**config.mk**
```make
export PLATFORM = sky130hd
export DESIGN_NAME = alu_ctrl_muldiv
export DESIGN_NICKNAME = d
export VERILOG_FILES = /design/src/rtl/alu_ctrl_pkg.sv /design/src/rtl/md_iter_core.sv /design/src/rtl/alu_ctrl_muldiv.sv
export SDC_FILE = /design/constraint.sdc
export NUM_CORES = 1
export LEC_CHECK = 0
export CAP_MARGIN = 0
export CORE_MARGIN = 2
export CORE_UTILIZATION = 55
export CTS_BUF_LIST = sky130_fd_sc_hd__clkbuf_2
export CTS_CLUSTER_DIAMETER = 60
export DETAILED_ROUTE_END_ITERATION = 10
export PLACE_DENSITY = 0.89
export SLEW_MARGIN = 10
export SYNTH_ARGS = -nofsm -noshare
export SYNTH_HDL_FRONTEND = slang
export SYNTH_SLANG_ARGS = --single-unit
```
**constraint.sdc**
```tcl
create_clock -name clk -period 5.05 [get_ports clk]
set_clock_uncertainty 0.2 [all_clocks]
set_input_delay 1.2625 -clock clk [delete_from_list [all_inputs] [get_ports clk]]
set_output_delay 1.2625 -clock clk [all_outputs]
set_load 0.02 [all_outputs]
```
**src/rtl/alu_ctrl_pkg.sv**
```systemverilog
// Shared ALU control codes, R-type funct values and multiply/divide FSM states.
// Divide support is selected by the MULDIV_DIV_EN macro.
package alu_ctrl_pkg;

  localparam logic [3:0] ALU_AND  = 4'b0000;
  localparam logic [3:0] ALU_OR   = 4'b0001;
  localparam logic [3:0] ALU_ADD  = 4'b0010;
  localparam logic [3:0] ALU_SUB  = 4'b0110;
  localparam logic [3:0] ALU_SLT  = 4'b0111;
  localparam logic [3:0] ALU_NOR  = 4'b1100;
  localparam logic [3:0] ALU_XOR  = 4'b1101;
  localparam logic [3:0] ALU_SLTU = 4'b1111;

  localparam logic [1:0] OP_ADD   = 2'b00;
  localparam logic [1:0] OP_SUB   = 2'b01;
  localparam logic [1:0] OP_RTYPE = 2'b10;
  localparam logic [1:0] OP_OR    = 2'b11;

  localparam logic [5:0] F_ADD   = 6'b100000;
  localparam logic [5:0] F_SUB   = 6'b100010;
  localparam logic [5:0] F_AND   = 6'b100100;
  localparam logic [5:0] F_OR    = 6'b100101;
  localparam logic [5:0] F_XOR   = 6'b100110;
  localparam logic [5:0] F_NOR   = 6'b100111;
  localparam logic [5:0] F_SLT   = 6'b101010;
  localparam logic [5:0] F_SLTU  = 6'b101011;
  localparam logic [5:0] F_MFHI  = 6'b010000;
  localparam logic [5:0] F_MTHI  = 6'b010001;
  localparam logic [5:0] F_MFLO  = 6'b010010;
  localparam logic [5:0] F_MTLO  = 6'b010011;
  localparam logic [5:0] F_MULT  = 6'b011000;
  localparam logic [5:0] F_MULTU = 6'b011001;
  localparam logic [5:0] F_DIV   = 6'b011010;
  localparam logic [5:0] F_DIVU  = 6'b011011;

  typedef enum logic [1:0] {
    IDLE,
    RUN,
    FIX
  } md_state_t;

  // Functs that touch HI/LO and therefore must wait for a busy unit.
  function automatic logic is_md_funct(input logic [5:0] f);
    return f inside {F_MFHI, F_MTHI, F_MFLO, F_MTLO, F_MULT, F_MULTU, F_DIV, F_DIVU};
  endfunction

endpackage

```
**src/rtl/md_iter_core.sv**
```systemverilog
// Radix-2 iterative unsigned multiply (shift/add) and divide (restoring) core.
// The divide datapath exists only when MULDIV_DIV_EN is defined.
module md_iter_core #(
  parameter int unsigned WIDTH = 32
) (
  input  logic             clk,
  input  logic             reset_n,
  input  logic             start,
`ifdef MULDIV_DIV_EN
  input  logic             is_div,
`endif
  input  logic [WIDTH-1:0] op_a,
  input  logic [WIDTH-1:0] op_b,
  output logic             done,
  output logic [WIDTH-1:0] res_hi,
  output logic [WIDTH-1:0] res_lo
);

  localparam int unsigned CW = (WIDTH > 1) ? $clog2(WIDTH) : 1;

  logic [CW-1:0]    count;
  logic             running;
  logic [WIDTH-1:0] b_q;
  logic [WIDTH-1:0] hi_q;
  logic [WIDTH-1:0] lo_q;
  logic [WIDTH-1:0] hi_nx;
  logic [WIDTH-1:0] lo_nx;
  logic [WIDTH:0]   sum;
`ifdef MULDIV_DIV_EN
  logic             div_q;
  logic [WIDTH:0]   shifted;
  logic [WIDTH-1:0] diff;
`endif

  // Multiply: lo_q holds the multiplier and shifts right as product bits arrive.
  // Divide: lo_q holds the dividend and collects quotient bits from the right.
  always_comb begin
    sum   = {1'b0, hi_q} + (lo_q[0] ? {1'b0, b_q} : '0);
    hi_nx = sum[WIDTH:1];
    lo_nx = {sum[0], lo_q[WIDTH-1:1]};
`ifdef MULDIV_DIV_EN
    shifted = {hi_q, lo_q[WIDTH-1]};
    diff    = shifted[WIDTH-1:0] - b_q;
    if (div_q) begin
      if (shifted >= {1'b0, b_q}) begin
        hi_nx = diff;
        lo_nx = {lo_q[WIDTH-2:0], 1'b1};
      end else begin
        hi_nx = shifted[WIDTH-1:0];
        lo_nx = {lo_q[WIDTH-2:0], 1'b0};
      end
    end
`endif
  end

  always_ff @(posedge clk) begin
    if (!reset_n) begin
      running <= 1'b0;
      count   <= '0;
      b_q     <= '0;
      hi_q    <= '0;
      lo_q    <= '0;
`ifdef MULDIV_DIV_EN
      div_q   <= 1'b0;
`endif
    end else if (start) begin
      running <= 1'b1;
      count   <= CW'(WIDTH - 1);
      b_q     <= op_b;
      hi_q    <= '0;
      lo_q    <= op_a;
`ifdef MULDIV_DIV_EN
      div_q   <= is_div;
`endif
    end else if (running) begin
      hi_q <= hi_nx;
      lo_q <= lo_nx;
      if (count == '0) begin
        running <= 1'b0;
      end else begin
        count <= count - 1'b1;
      end
    end
  end

  assign done   = running && (count == '0);
  assign res_hi = hi_q;
  assign res_lo = lo_q;

endmodule

```
**src/rtl/alu_ctrl_muldiv.sv**
```systemverilog
// EX-stage ALU control decoder with HI/LO registers and an iterative mult/div unit.
// Define MULDIV_DIV_EN to enable div/divu; otherwise they decode as illegal.
module alu_ctrl_muldiv
  import alu_ctrl_pkg::*;
#(
  parameter int unsigned WIDTH   = 32,
  parameter int unsigned CNTRL_W = 4
) (
  input  logic               clk,
  input  logic               reset_n,
  input  logic               stall_i,
  input  logic               flush_i,
  input  logic               issue_i,
  input  logic [1:0]         alu_op_i,
  input  logic [5:0]         funct_i,
  input  logic [WIDTH-1:0]   rs_val_i,
  input  logic [WIDTH-1:0]   rt_val_i,
  output logic [CNTRL_W-1:0] alu_cntrl_o,
  output logic               illegal_o,
  output logic               md_busy_o,
  output logic               stall_req_o,
  output logic               md_done_o,
  output logic [WIDTH-1:0]   hi_o,
  output logic [WIDTH-1:0]   lo_o
);

  md_state_t          state;
  logic [CNTRL_W-1:0] cntrl_nx;
  logic               illegal_nx;
  logic               r_type;
  logic               accepted;
  logic               is_mult;
  logic               is_div_op;
  logic               md_start;
  logic               sign_a;
  logic               sign_b;
  logic [WIDTH-1:0]   mag_a;
  logic [WIDTH-1:0]   mag_b;
  logic               core_done;
  logic [WIDTH-1:0]   core_hi;
  logic [WIDTH-1:0]   core_lo;
  logic               neg_q;
  logic [WIDTH-1:0]   hi_fix;
  logic [WIDTH-1:0]   lo_fix;
`ifdef MULDIV_DIV_EN
  logic               div_q;
  logic               rem_neg_q;
  logic               dz_q;
  logic [WIDTH-1:0]   rs_q;
`endif

  always_comb begin
    cntrl_nx   = alu_cntrl_o;
    illegal_nx = 1'b0;
    case (alu_op_i)
      OP_ADD: cntrl_nx = CNTRL_W'(ALU_ADD);
      OP_SUB: cntrl_nx = CNTRL_W'(ALU_SUB);
      OP_OR:  cntrl_nx = CNTRL_W'(ALU_OR);
      default: begin
        case (funct_i)
          F_ADD:  cntrl_nx = CNTRL_W'(ALU_ADD);
          F_SUB:  cntrl_nx = CNTRL_W'(ALU_SUB);
          F_AND:  cntrl_nx = CNTRL_W'(ALU_AND);
          F_OR:   cntrl_nx = CNTRL_W'(ALU_OR);
          F_SLT:  cntrl_nx = CNTRL_W'(ALU_SLT);
          F_XOR:  cntrl_nx = CNTRL_W'(ALU_XOR);
          F_NOR:  cntrl_nx = CNTRL_W'(ALU_NOR);
          F_SLTU: cntrl_nx = CNTRL_W'(ALU_SLTU);
          F_MFHI, F_MTHI, F_MFLO, F_MTLO, F_MULT, F_MULTU:
            cntrl_nx = CNTRL_W'(ALU_ADD);
`ifdef MULDIV_DIV_EN
          F_DIV, F_DIVU: cntrl_nx = CNTRL_W'(ALU_ADD);
`endif
          default: illegal_nx = 1'b1;
        endcase
      end
    endcase
  end

  always_ff @(posedge clk) begin
    if (!reset_n) begin
      alu_cntrl_o <= CNTRL_W'(ALU_ADD);
      illegal_o   <= 1'b0;
    end else if (flush_i) begin
      alu_cntrl_o <= CNTRL_W'(ALU_ADD);
      illegal_o   <= 1'b0;
    end else if (!stall_i) begin
      alu_cntrl_o <= cntrl_nx;
      illegal_o   <= illegal_nx;
    end
  end

  assign r_type      = (alu_op_i == OP_RTYPE);
  assign stall_req_o = md_busy_o && issue_i && is_md_funct(funct_i);
  assign accepted    = issue_i && !flush_i && !stall_i && !stall_req_o;
  assign is_mult     = (funct_i == F_MULT) || (funct_i == F_MULTU);
`ifdef MULDIV_DIV_EN
  assign is_div_op   = (funct_i == F_DIV) || (funct_i == F_DIVU);
`else
  assign is_div_op   = 1'b0;
`endif
  assign md_start    = accepted && r_type && (state == IDLE) && (is_mult || is_div_op);

  // Core works on magnitudes; even functs (mult/div) are the signed variants.
  assign sign_a = !funct_i[0] && rs_val_i[WIDTH-1];
  assign sign_b = !funct_i[0] && rt_val_i[WIDTH-1];
  assign mag_a  = sign_a ? -rs_val_i : rs_val_i;
  assign mag_b  = sign_b ? -rt_val_i : rt_val_i;

  md_iter_core #(
    .WIDTH (WIDTH)
  ) u_core (
    .clk     (clk),
    .reset_n (reset_n),
    .start   (md_start),
`ifdef MULDIV_DIV_EN
    .is_div  (is_div_op),
`endif
    .op_a    (mag_a),
    .op_b    (mag_b),
    .done    (core_done),
    .res_hi  (core_hi),
    .res_lo  (core_lo)
  );

  always_comb begin
    {hi_fix, lo_fix} = neg_q ? -{core_hi, core_lo} : {core_hi, core_lo};
`ifdef MULDIV_DIV_EN
    // Quotient truncates toward zero; remainder follows the dividend's sign.
    if (div_q) begin
      lo_fix = neg_q ? -core_lo : core_lo;
      hi_fix = rem_neg_q ? -core_hi : core_hi;
      if (dz_q) begin
        lo_fix = '1;
        hi_fix = rs_q;
      end
    end
`endif
  end

  always_ff @(posedge clk) begin
    if (!reset_n) begin
      state     <= IDLE;
      md_busy_o <= 1'b0;
      md_done_o <= 1'b0;
      hi_o      <= '0;
      lo_o      <= '0;
      neg_q     <= 1'b0;
`ifdef MULDIV_DIV_EN
      div_q     <= 1'b0;
      rem_neg_q <= 1'b0;
      dz_q      <= 1'b0;
      rs_q      <= '0;
`endif
    end else begin
      md_done_o <= 1'b0;
      case (state)
        IDLE: begin
          if (md_start) begin
            state     <= RUN;
            md_busy_o <= 1'b1;
            neg_q     <= sign_a ^ sign_b;
`ifdef MULDIV_DIV_EN
            div_q     <= is_div_op;
            rem_neg_q <= sign_a;
            dz_q      <= (rt_val_i == '0);
            rs_q      <= rs_val_i;
`endif
          end else if (accepted && r_type && (funct_i == F_MTHI)) begin
            hi_o <= rs_val_i;
          end else if (accepted && r_type && (funct_i == F_MTLO)) begin
            lo_o <= rs_val_i;
          end
        end
        RUN: begin
          if (core_done) begin
            state <= FIX;
          end
        end
        FIX: begin
          hi_o      <= hi_fix;
          lo_o      <= lo_fix;
          md_done_o <= 1'b1;
          md_busy_o <= 1'b0;
          state     <= IDLE;
        end
        default: state <= IDLE;
      endcase
    end
  end

endmodule

```
==> results of run 1 <==
==> sequential cells by signal, indices dropped and copies added, names as in the netlist <==
register        cells
state               2
u_core.b_q         32
u_core.running      1
u_core.res_hi      32
hi_o               32
alu_cntrl_o         4
md_busy_o           1
lo_o               32
neg_q               1
u_core.count        5
u_core.res_lo      32
md_done_o           1
illegal_o           1
==> routing by layer <==
| layer | vias to the layer above | track usage [%] |
|---|---|---|
| met5 | - | 0 |
| li1 | 5433 | - |
| met3 | 55 | 4.50 |
| met1 | 5127 | 37.3 |
| met4 | 0 | 8.10 |
| met2 | 467 | 44.8 |
==> cells in the final DEF (no fill, tap or decap), types with 5 or more instances in the layout <==
master / n
and2_1: 33
and3_1: 21
o211ai_1: 8
clkinv_1: 5
o41ai_1: 14
or4_1: 11
nand2_1: 147
dfxtp_1: 174
o41ai_2: 5
o21a_1: 5
a21oi_1: 105
inv_1: 19
clkdlybuf4s50_1: 148
nand2b_1: 13
clkbuf_2: 18
o21ai_0: 71
nor3_1: 21
a31oi_1: 9
o22ai_1: 9
a21o_1: 19
ha_1: 37
a211oi_1: 56
nand4_1: 7
mux2i_1: 50
xor2_1: 83
or3_1: 11
nor2b_1: 14
nand3b_1: 5
nor2_1: 176
xnor2_1: 65
nor4_1: 12
o31ai_1: 47
buf_4: 16
nand3_1: 27
o211a_1: 7
==> per-stage QoR <==
step                      utilization (%)  hold WS (ps)  total power (uW)  cell area [um^2]  setup WS [ps]
after global routing                 64.1           284              2490             13400            517
after detailed placement             63.0           246              1660             13100            569
after global placement               63.0           235              1660             13100            681
after floorplan                         -           227              1540             11500           1380
after CTS                            64.1           271              2390             13300            752
final                                64.1           266              2400             13400            758
==> area by class of cell <==
type	count	area [um^2]	area share (%)
Multi-Input combinational cell	1166	7560	56.7
Sequential cell	176	3530	26.4
Timing Repair Buffer	164	1600	12.0
Tap cell	275	344	2.58
Clock inverter	14	148	1.11
Clock buffer	18	90.1	0.675
Inverter	20	75.1	0.562
Antenna cell	1	2.50	0.0187
==> worst register-to-register path: cells and delay by family (launching register included) <==
| kind | cells | cell delay (ps) |
|---|---|---|
| DFF | 1 | 980 |
| AOI/OAI and AO/OA | 7 | 2200 |
| and+or+nand+nor | 2 | 450 |
| adders and majority gates | 1 | 270 |
| muxes | 1 | 120 |
==> worst min-delay path by stage <==
stage	from	endpoint	slack, ps
floorplan	u_core.b_q[30]	u_core.b_q[30]	230
global placement	hi_o[25]	hi_o[25]	230
detailed placement	u_core.b_q[31]	u_core.b_q[31]	250
CTS	u_core.b_q[31]	u_core.b_q[31]	270
global route	u_core.b_q[31]	u_core.b_q[31]	280
finish	u_core.b_q[31]	u_core.b_q[31]	270
==> power by group through the flow <==
stage | Sequential, uW | Clock [uW] | Combinational [uW]
final | 1400 | 759 | 242
after global routing | 1400 | 828 | 261
after CTS | 1400 | 758 | 238
after detailed placement | 1420 | 0 | 237
after global placement | 1420 | 0 | 234
after floorplan | 1420 | 0 | 115
==> kinds of logic after synthesis <==
kind of cell	synth area share, %
AO/OA/AOI/OAI	22.8
XOR/XNOR	11.2
adder cells (fa/ha/maj)	4.18
buffers and inverters	4.05
flip-flops	30.5
multiplexers	4.72
AND/OR/NAND/NOR	22.5
==> reports/qor.yml, run 1 <==
place:
  gp_congestion: 0.947
  numPortBuffers: 148
  dpl.cell_count: 1801
  dp_hpwl_mm: 23.1
die:
  core_area_um2: 20800
  fp.dieW_um: 149
  initial_core_util_pct: 55.5
  rows: 53
  die_h_um: 149
  boundaryPins: 149
  die-area_um2: 22200
route:
  wl_met3_mm: 2.22
  dr.max_layer_used: "met4"
  drt_iter0_markers: 976
  wirelength_met1_mm: 13.5
  vias: 11100
  route.antenna.remaining_nets: 0
  drcViolationCount: 0
  totalWireLength_mm: 30.6
  routed_via_density: 6.04
  drt_first_pass_iters: 6
  wl_met2_mm: 14.3
  routedWlPerCell_um: 16.7
outcome:
  outcome: "completed"
timing:
  max_clock_freq_ghz: 0.233
  slew_viol_final: 0
  hold_viol: 0
  setup_viol: 0
  final_min_period_over_clock_period_pct: 85.0
  fin_crit_ps: 4290
  fin_setup_tns_ps: 0
  slew_headroom_pct: 27.1
  tightest_slew_ps: 1090
  rsz0062_at_grt: "no"
worst_setup_path:
  path_buf_inv: 2
  cp_top_family: "buffers and inverters"
  crit-reg2reg-launch: "u_core.res_lo[0]"
  reg2reg_depth: 11
  endpoint: "stall_req_o"
  crit_cells: 4
  r2r-end: "u_core.res_hi[28]"
  cp_data_arrival_time_ps: 2830
  cp_cell_sequence: "clkdlybuf4s50_1 > nor3b_1 > and3_1 > clkdlybuf4s50_1"
  max_stage_delay_ps: 590
  cp.required_ps: 3590
  crit_top_cell: "clkdlybuf4s50_1"
  critPathKind: "in2out"
  cp_slowest_cell: "clkdlybuf4s50_1"
  crit_path_end_kind: "output pin"
  r2r_slack_ps: 760
  crit_path_start: "funct_i[2]"
  startpoint_type: "input pin"
  path_max_fanout: 4
pwr:
  p_int_uw: 1770
  leakagePower_uw: 0.00520
  p_seq_share_pct: 58.3
  powerDensity_nw_per_um2: 180
  p_comb_share_pct: 10.1
  worst_ir_drop_vdd_mv: 0.130
  switching_share_pct: 26.2
  switchingPower_uw: 628
  pwr-share-clk_pct: 31.6
worst_hold_path:
  hold_class: "reg2reg"
  whs_path_depth: 2
logic_synthesis:
  synth_top_area_share_pct: 30.5
  yosysSeqAreaShare_pct: 30.5
  synth_commonest_cells: "dfxtp_1 (176), nor2_1 (176), nand2_1 (147), a21oi_1 (105), clkbuf_1 (87)"
  syn_avg_cell_area_um2: 7.89
  synth_top_area_cell: "dfxtp_1"
  ys_ff_latch: 176
  synth_flop_cell: "dfxtp_1"
  yosys_warnings: 0
  async_reset_ff_share_pct: 0
  synth_fp_nets: 1578
  synth_edf_count: 0
  syn_area_um2: 11500
  synthCells: 1463
  yosys-top-cells-area: "dfxtp_1 (31%), xor2_1 (6.3%), nor2_1 (5.7%), xnor2_1 (4.9%), nand2_1 (4.8%)"
  synth_cell_types: 78
global_route:
  grt_pass1_wl_mm: 49.6
  grt_usage_pct: 27.4
  grt_overflow: 0
  antenna_found_initial: 1
  first_global_vias: 10000
  grt_max_degree: 71
clock_tree:
  htreeDepth: 4
  cts_hold_buf: 0
  cts_buffers: 17
  cts-root-buf: "clkbuf_2"
  cts_setup_buffers: 0
  clk_path_buf_depth: 2
  clk_pin_slew_worst_paths_ps: 220
  ctsResizeCount: 0
  numClockSinks: 176
  tritoncts: "done"
  clkLatencyLatePin_ps: 780
layout:
  final_cell_count_no_fill: 1834
  area_delta_synth_final_pct: 15.6
  drive_gt1_share_pct: 5.20
  finalNetCount: 1660
  fillers: 1810
job:
  cap_viol_max_count: 0
(Power assumes the default switching activity.)
==> inputs of run 2 (changes only) <==
Settings changed: CORE_UTILIZATION 55 to 52.
Clock period 5.05 ns to 3.7 ns, I/O delays scaled along.
==> run 2 against run 1 <==
Setup slack worse by 690 ps. Total power grew 36%. Highest routed layer unchanged. Worst hold slack worse by 1.4 ps. Critical endpoint unchanged. Final cell count is 3.3% higher.
==> reports/qor.yml, run 2 (synthesis gave the netlist of run 1 again) <==
route:
  drcViolationCount: 0
  drt_first_pass_iters: 6
  route.antenna.remaining_nets: 0
  drt_iter0_markers: 1110
  routed_via_density: 6.07
  totalWireLength_mm: 32.1
  routedWlPerCell_um: 16.9
  vias: 11500
die:
  die_h_um: 153
  boundaryPins: 149
  die-area_um2: 23400
  core_area_um2: 21800
  initial_core_util_pct: 52.9
  rows: 54
  fp.dieW_um: 153
timing:
  slew_headroom_pct: 19.5
  fin_setup_tns_ps: 0
  final_min_period_over_clock_period_pct: 98.1
  tightest_slew_ps: 1210
  slew_viol_final: 0
  fin_crit_ps: 3630
  setup_viol: 0
  hold_viol: 0
  max_clock_freq_ghz: 0.275
  fin_ws_ps: 69.9
worst_setup_path:
  reg2reg_depth: 11
  crit_top_cell: "clkdlybuf4s50_1"
  cp_data_arrival_time_ps: 2510
  cp.required_ps: 2570
  crit_path_start: "funct_i[2]"
  startpoint_type: "input pin"
  cp_slowest_cell: "clkdlybuf4s50_1"
  r2r_slack_ps: 130
  critPathKind: "in2out"
  path_max_fanout: 4
  crit-reg2reg-launch: "u_core.res_lo[0]"
  max_stage_delay_ps: 600
  r2r-end: "u_core.res_hi[28]"
  cp_cell_sequence: "clkdlybuf4s50_1 > nor3b_2 > and3_1 > clkdlybuf4s50_1"
  crit_path_end_kind: "output pin"
pwr:
  switching_share_pct: 28.6
  leakagePower_uw: 0.00546
  switchingPower_uw: 930
  p_comb_share_pct: 10.9
  powerDensity_nw_per_um2: 236
  p_seq_share_pct: 58.6
  pwr-share-clk_pct: 30.5
  worst_ir_drop_vdd_mv: 0.159
  p_int_uw: 2330
layout:
  final_common_cell: "nor2_1"
  fillers: 1845
  design_area_um2: 13800
  finalNetCount: 1715
  area_delta_synth_final_pct: 19.5
  drive_gt1_share_pct: 8.93
  final_cell_mix: "nor2_1 (176), dfxtp_1 (173), clkdlybuf4s50_1 (148), nand2_1 (147), a21oi_1 (105)"
  multi_input_area_um2: 7580
  final-seq-area_um2: 3530
place:
  dp_hpwl_mm: 24.2
  post-place-ws_ps: -234
  gp_congestion: 0.980
  place_area_um2: 13600
  numPortBuffers: 148
clock_tree:
  clk_path_buf_depth: 2
  cts_hold_buf: 0
  numClockSinks: 176
  clkLatencyLatePin_ps: 780
  cts_buffers: 17
  cts-root-buf: "clkbuf_2"
  cts_setup_buffers: 0
  clk_pin_slew_worst_paths_ps: 250
  tritoncts: "done"
  htreeDepth: 4
  ctsResizeCount: 0
outcome:
  outcome: "completed"
global_route:
  grt_max_degree: 86
  grt_pass1_wl_mm: 51.8
  grt_usage_pct: 26.6
  antenna_found_initial: 1
  first_global_vias: 10800
  grt_overflow: 0
worst_hold_path:
  hold_class: "reg2reg"
  min-delay-start: "u_core.b_q[30]"
  whs_path_depth: 2
  min_to: "u_core.b_q[30]"
job:
  cap_viol_max_count: 0
==> run 2: how the worst max path moves through the flow <==
| stage | endpoint | cells after the start | slack, ps |
|---|---|---|---|
| finish | stall_req_o | 4 | 70 |
| global route | stall_req_o | 4 | -2 |
| CTS | u_core.res_hi[28] | 11 | 2 |
| detailed placement | u_core.b_q[23] | 9 | -230 |
| global placement | u_core.res_lo[30] | 10 | -180 |
| floorplan | u_core.res_hi[29] | 14 | 230 |
==> run 2: stage by stage <==
step	util [%]	power [uW]	hold slack [ps]	instances
after floorplan	-	2100	227	1463
after global placement	62.1	2280	237	1861
after detailed placement	62.1	2290	245	1861
after CTS	63.1	3250	268	1893
after global routing	63.2	3370	299	1894
final	63.2	3260	265	1894
==> run 2: metal layers <==
layer	global-route usage [%]	up-vias	part of all wire, %
met4	12.6	0	3.7
met2	44.0	584	46
li1	-	5524	-
met3	4.31	105	8.8
met1	33.8	5287	41
met5	0	-	0
==> run 2: power by group through the flow <==
| stage | registers [uW] | clock network, uW | logic (uW) |
|---|---|---|---|
| after floorplan | 1940 | 0 | 157 |
| after global placement | 1940 | 0 | 339 |
| after detailed placement | 1940 | 0 | 348 |
| after CTS | 1910 | 996 | 350 |
| after global routing | 1910 | 1080 | 382 |
| final | 1910 | 993 | 356 |
==> run 2: area by class of cell <==
cell class / count / area share (%)
Tap cell: 280 / 2.54
Clock inverter: 14 / 0.979
Timing Repair Buffer: 219 / 14.8
Sequential cell: 176 / 25.6
Antenna cell: 1 / 0.0181
Multi-Input combinational cell: 1166 / 54.9
Inverter: 20 / 0.544
Clock buffer: 18 / 0.653
==> run 2: critical path: cells and delay by family <==
kind,cells,cell delay (ps)
buffers and inverters,2,1100
and+or+nand+nor,2,480
